### config.mk
export PLATFORM = sky130hd
export DESIGN_NAME = mul_resp
export DESIGN_NICKNAME = d
export VERILOG_FILES = /design/src/rtl/fma_pkg.sv /design/src/rtl/mul_resp_pp.sv /design/src/rtl/mul_resp.sv
export SDC_FILE = /design/constraint.sdc
export NUM_CORES = 2
export LEC_CHECK = 0
export CAP_MARGIN = 10
export CORE_AREA = 2 2 267 269
export DETAILED_ROUTE_END_ITERATION = 8
export DIE_AREA = 0 0 269 271
export PLACE_DENSITY = 0.69
export SLEW_MARGIN = 20
export SYNTH_ARGS = -nofsm -noshare
export SYNTH_HDL_FRONTEND = slang
export SYNTH_SLANG_ARGS = --single-unit
### constraint.sdc
create_clock -name clk -period 7.6 [get_ports clk]
set_clock_uncertainty 0.2 [all_clocks]
set_input_delay 0.76 -clock clk [delete_from_list [all_inputs] [get_ports clk]]
set_output_delay 0.76 -clock clk [all_outputs]
set_load 0.01 [all_outputs]
### src/rtl/fma_pkg.sv
// Shared types and widths for the fma datapath.
// Multiplier and adder request/response bundles.
package fma_pkg;

  localparam int MUL_W  = 27;
  localparam int PROD_W = 2 * MUL_W;
  localparam int CMD_W  = 32;

  typedef logic [CMD_W-1:0] cmd_t;

  typedef struct packed {
    logic             en;
    cmd_t             req_command;
    logic [MUL_W-1:0] req_in_1;
    logic [MUL_W-1:0] req_in_2;
  } mulit;

  typedef struct packed {
    logic [PROD_W-1:0] out;
  } mulot;

  typedef struct packed {
    logic              en;
    cmd_t              req_command;
    logic [PROD_W-1:0] req_in_1;
    logic [PROD_W-1:0] req_in_2;
  } addit;

  typedef struct packed {
    logic [PROD_W:0] out;
  } addot;

  // Low-half width of the multiplier operand split
  function automatic int split_w(input int w);
    return (w + 1) / 2;
  endfunction

endpackage

### src/rtl/mul_resp_pp.sv
// Split partial-product generator for the mantissa multiplier.
// b is cut into a low and a high slice, each multiplied by a.
module mul_resp_pp
  import fma_pkg::*;
#(
  parameter  int MUL_W = fma_pkg::MUL_W,
  localparam int SPLIT = split_w(MUL_W),
  localparam int LO_W  = MUL_W + SPLIT,
  localparam int HI_W  = 2 * MUL_W - SPLIT
) (
  input  logic [MUL_W-1:0] a,
  input  logic [MUL_W-1:0] b,
  output logic [LO_W-1:0]  pp_lo,
  output logic [HI_W-1:0]  pp_hi
);

  // Two narrower products instead of one full-width multiply
  always_comb begin
    pp_lo = LO_W'(a) * LO_W'(b[SPLIT-1:0]);
    pp_hi = HI_W'(a) * HI_W'(b[MUL_W-1:SPLIT]);
  end

endmodule

### src/rtl/mul_resp.sv
// Fixed-latency pipelined 27x27 mantissa multiplier responder.
// One request per cycle, result LAT cycles later, order kept.
module mul_resp
  import fma_pkg::*;
#(
  parameter int LAT   = 2,
  parameter int MUL_W = fma_pkg::MUL_W
) (
  input  logic               clk,
  input  logic               reset,
  input  logic               en,
  input  logic [CMD_W-1:0]   req_command,
  input  logic [MUL_W-1:0]   req_in_1,
  input  logic [MUL_W-1:0]   req_in_2,
  output logic [2*MUL_W-1:0] out,
  output logic               out_vld,
  output logic [CMD_W-1:0]   out_command,
  output logic               busy
);

  localparam int PW    = 2 * MUL_W;
  localparam int SPLIT = split_w(MUL_W);
  localparam int LO_W  = MUL_W + SPLIT;
  localparam int HI_W  = 2 * MUL_W - SPLIT;

  logic [LO_W-1:0] pp_lo_c;
  logic [LO_W-1:0] pp_lo_q;
  logic [HI_W-1:0] pp_hi_c;
  logic [HI_W-1:0] pp_hi_q;
  cmd_t            tag1_q;
  logic            vld1_q;
  logic [PW-1:0]   sum_c;

  logic [PW-1:0] sum_d [2:LAT];
  logic [PW-1:0] sum_q [2:LAT];
  cmd_t          tag_d [2:LAT];
  cmd_t          tag_q [2:LAT];
  logic          vld_d [2:LAT];
  logic          vld_q [2:LAT];

  mul_resp_pp #(
    .MUL_W (MUL_W)
  ) u_pp (
    .a     (req_in_1),
    .b     (req_in_2),
    .pp_lo (pp_lo_c),
    .pp_hi (pp_hi_c)
  );

  // Stage 1 valid: follows the request strobe
  always_ff @(posedge clk or negedge reset) begin
    if (!reset) vld1_q <= 1'b0;
    else        vld1_q <= en;
  end

  // Stage 1 data: loads only on a request, idle cycles do not toggle
  always_ff @(posedge clk) begin
    if (en) begin
      pp_lo_q <= pp_lo_c;
      pp_hi_q <= pp_hi_c;
      tag1_q  <= req_command;
    end
  end

  // Recombine the partial products; the exact product fits in PW bits
  always_comb begin
    sum_c = PW'(pp_lo_q) + (PW'(pp_hi_q) << SPLIT);
  end

  assign sum_d[2] = sum_c;
  assign tag_d[2] = tag1_q;
  assign vld_d[2] = vld1_q;

  for (genvar s = 3; s <= LAT; s++) begin : g_link
    assign sum_d[s] = sum_q[s-1];
    assign tag_d[s] = tag_q[s-1];
    assign vld_d[s] = vld_q[s-1];
  end

  for (genvar s = 2; s <= LAT; s++) begin : g_stage
    // Stage s register: data moves only behind a valid, so out holds
    always_ff @(posedge clk or negedge reset) begin
      if (!reset) begin
        vld_q[s] <= 1'b0;
        sum_q[s] <= '0;
        tag_q[s] <= '0;
      end else begin
        vld_q[s] <= vld_d[s];
        if (vld_d[s]) begin
          sum_q[s] <= sum_d[s];
          tag_q[s] <= tag_d[s];
        end
      end
    end
  end

  assign out         = sum_q[LAT];
  assign out_command = tag_q[LAT];
  assign out_vld     = vld_q[LAT];

  // Anything in flight anywhere in the pipe
  always_comb begin
    busy = vld1_q;
    for (int s = 2; s <= LAT; s++) begin
      busy = busy | vld_q[s];
    end
  end

endmodule

==> metrics.txt <==
number of synthesized flops with an enable pin=roughly 110; initial antenna violation count=1; Startpoint Class=input pin; Reg clk slew, reported paths=70 ps; top post-synthesis cells by area=fa_1 37%, edfxtp_1 11%, ha_1 8.7%; number of synthesized register bits=201; Area Growth Syn to Fin=13.3%; setup TNS=0 ps; Vias per Instance=5.14; Worst path most repeated cell=fa_1; first-pass GRT wire length=123000 um; grt ovf=0; ys async rst share=0.438; crit-path max FO=10; CTS root buf=clkbuf_16; drt initial violations=~1400; Final Cycle Share=0.930; Die Footprint=around 0.073 mm^2; worst slew pin tran=994 ps; Final Max Tran Viols=0; Post-synth top flop=edfxtp_1; post-route setup slack=533 ps; DR pass1 iterations=5; register area share after synthesis=0.179; Crit path required time=7660 ps; Yosys top cell by area=fa_1; FP Rows=97; syn nets=approximately 4100; Final HPWL DP=60200 um; crit end category=flip-flop; minimum clock period=7070 ps; Fillers=6306; share of the synthesized area in the top cell type=0.367; pin count of the biggest net entering global routing=84; Clock Tree Buf Depth=3; YS warnings=0; Critical Path Source=req_in_1[12]; DIE HEIGHT=between 200 and 300 um; CTS buffer count=21; final setup fails=0; clk sinks=201; synthesized instance count=between 3000 and 4000; vias in the first global route=23613; layout cell share with drive strength beyond 1=0.0728; number of remaining DRC errors=0; CP top delay family=adder cells; latest clock arrival within the worst-skew pair=510 ps; H-tree depth=1; Avg WL per Cell=17.1 um; worst slack, placed=42.9 ps; register area=~0.0056 mm^2; Starting Density=0.447; Avg Inst Size Synth=9.67 um^2; antenna-violating nets left=0; area of the core=around 0.07 mm^2; CTS resizes=0; maxcap violations=0; Slew Limit Headroom=0.338; Buf/Inv on CP=6; sequence of cells on the critical path=clkdlybuf4s50_1, and2_1, fa_1, inv_1, fa_1, inv_1, fa_1, fa_1, fa_1, inv_1, fa_1, inv_1, ha_1, a21o_1, a21o_1, a21oi_1, o2111ai_1, a31o_1, o31ai_1, buf_4, o21ai_1, a21oi_1, xnor2_1; RSZ-0062 raised after global routing=no; Port Buffers=around 180; Antenna Cells=0; slowest cell delay on critical path=approximately 730 ps; Mapped Area=0.0312 mm^2; GPL Wtd Cong=0.866; status=complete, no violations; CTS tree=built; Nets=about 4300; Hold Crit Class=flip-flop to flip-flop; RR Startpoint=pp_lo_q[14]$_DFFE_PP_; Max Fclk=142 MHz; Final Hold Viols=0; Die Wd=269 um; HP Start=pp_lo_q[1]$_DFFE_PP_; CP arrival=~7000 ps; Post-Route WL=around 74000 um; critical path type=input pin to flip-flop; GRT Total Usage=0.210; crit path max-delay cell type=clkdlybuf4s50_1; IO Pins=177; Via Count=22276; Netlist cell types=72; area of the multi-input gates=0.0227 mm^2
## cell usage after synthesis (12+ instances only)
cell	number
a21o_1	60
dfrtp_1	88
o21a_1	19
xnor2_1	58
nand2_1	492
ha_1	217
nand3_1	24
inv_1	612
nand4_1	15
mux2_2	71
a21oi_1	97
and2_1	301
edfxtp_1	113
o21ai_0	35
fa_1	573
a211oi_1	12
o21bai_1	16
o21ai_1	25
xor2_1	42
a31oi_1	15
nor2_1	60
clkbuf_1	164
## logic make-up (layout without fill, tap and decap cells)
logic type,after synthesis,after routing,synth area share
compound gates,337,337,0.0734
xor+xnor,100,100,0.0280
fa+ha+maj,790,790,0.454
buf+inv,781,945,0.0940
flops,201,201,0.179
mux,72,72,0.0259
simple gates,948,948,0.145
## worst reg2reg max path: stages (launching register included)
cell      delay [ps]
edfxtp_1         430
ha_1             230
inv_1             60
fa_1             400
nor2b_1          140
o21ai_1           90
a21oi_1          280
o211ai_1         170
o21ai_1          320
or3_1            200
a31oi_1          300
or4_1            590
a31oi_1          180
## cell usage in the layout (no fill, tap or decap), types with 22 or more instances in the layout
| cell type | synthesis | final |
|---|---|---|
| o21ai_0 | 35 | 35 |
| o21ai_1 | 25 | 25 |
| inv_1 | 612 | 612 |
| mux2_2 | 71 | 71 |
| a21o_1 | 60 | 60 |
| clkbuf_16 | 0 | 22 |
| nand3_1 | 24 | 24 |
| edfxtp_1 | 113 | 113 |
| clkdlybuf4s50_1 | 0 | 174 |
| buf_12 | 0 | 22 |
| xor2_1 | 42 | 42 |
| dfrtp_1 | 88 | 87 |
| nor2_1 | 60 | 60 |
| ha_1 | 217 | 217 |
| buf_4 | 1 | 99 |
| nand2_1 | 492 | 492 |
| and2_1 | 301 | 301 |
| xnor2_1 | 58 | 58 |
| a21oi_1 | 97 | 97 |
| fa_1 | 573 | 573 |
## area by class of cell
cell class / instances / share of cell area
Clock inverter: 10 / 0.00205
Sequential cell: 201 / 0.158
Tap cell: 940 / 0.0333
Timing Repair Buffer: 296 / 0.0830
Inverter: 612 / 0.0650
Multi-Input combinational cell: 2247 / 0.642
Clock buffer: 27 / 0.0167
## repair_timing
item,CTS,global route
buffers inserted,0,0
hold endpoints to repair,13,0
hold buffers,1,0
## final timing paths
check,slack (ps),depth (start not counted),end
worst max register to register,3930,12,out[48]$_DFFE_PN0P_
worst min-delay path,260,1,out[1]$_DFFE_PN0P_
worst min register to register,260,1,out[1]$_DFFE_PN0P_
min in group asynchronous,440,2,out[1]$_DFFE_PN0P_
max in group asynchronous,5490,3,vld1_q$_DFF_PN0_
worst max-delay path,530,23,pp_lo_q[39]$_DFFE_PP_
## metal layers
layer | routed length, um | track usage
met5 | 13 | 0
met4 | 1400 | 0.0406
met3 | 5120 | 0.0307
met2 | 35400 | 0.355
met1 | 32300 | 0.287
## state kept, by name (all words and copies together), names as in the netlist
name	flops
out	54
tag1_q	32
pp_hi_q	40
out_command	32
pp_lo_q	41
out_vld	1
vld1_q	1
## stage by stage
step | instance area (um^2) | hold slack, ps | instances | util
2_1_floorplan | 31200 | 170 | 3229 | -
3_3_place_gp | 34700 | 255 | 4295 | 0.497
3_5_place_dp | 34700 | 262 | 4295 | 0.497
4_1_cts | 35400 | 266 | 4333 | 0.507
5_1_grt | 35400 | 291 | 4333 | 0.507
6_report | 35400 | 264 | 4333 | 0.507
Power is left out: the tool's default activity adds up to more than one toggle a clock period on the data nets, which glitch-free logic cannot reach.
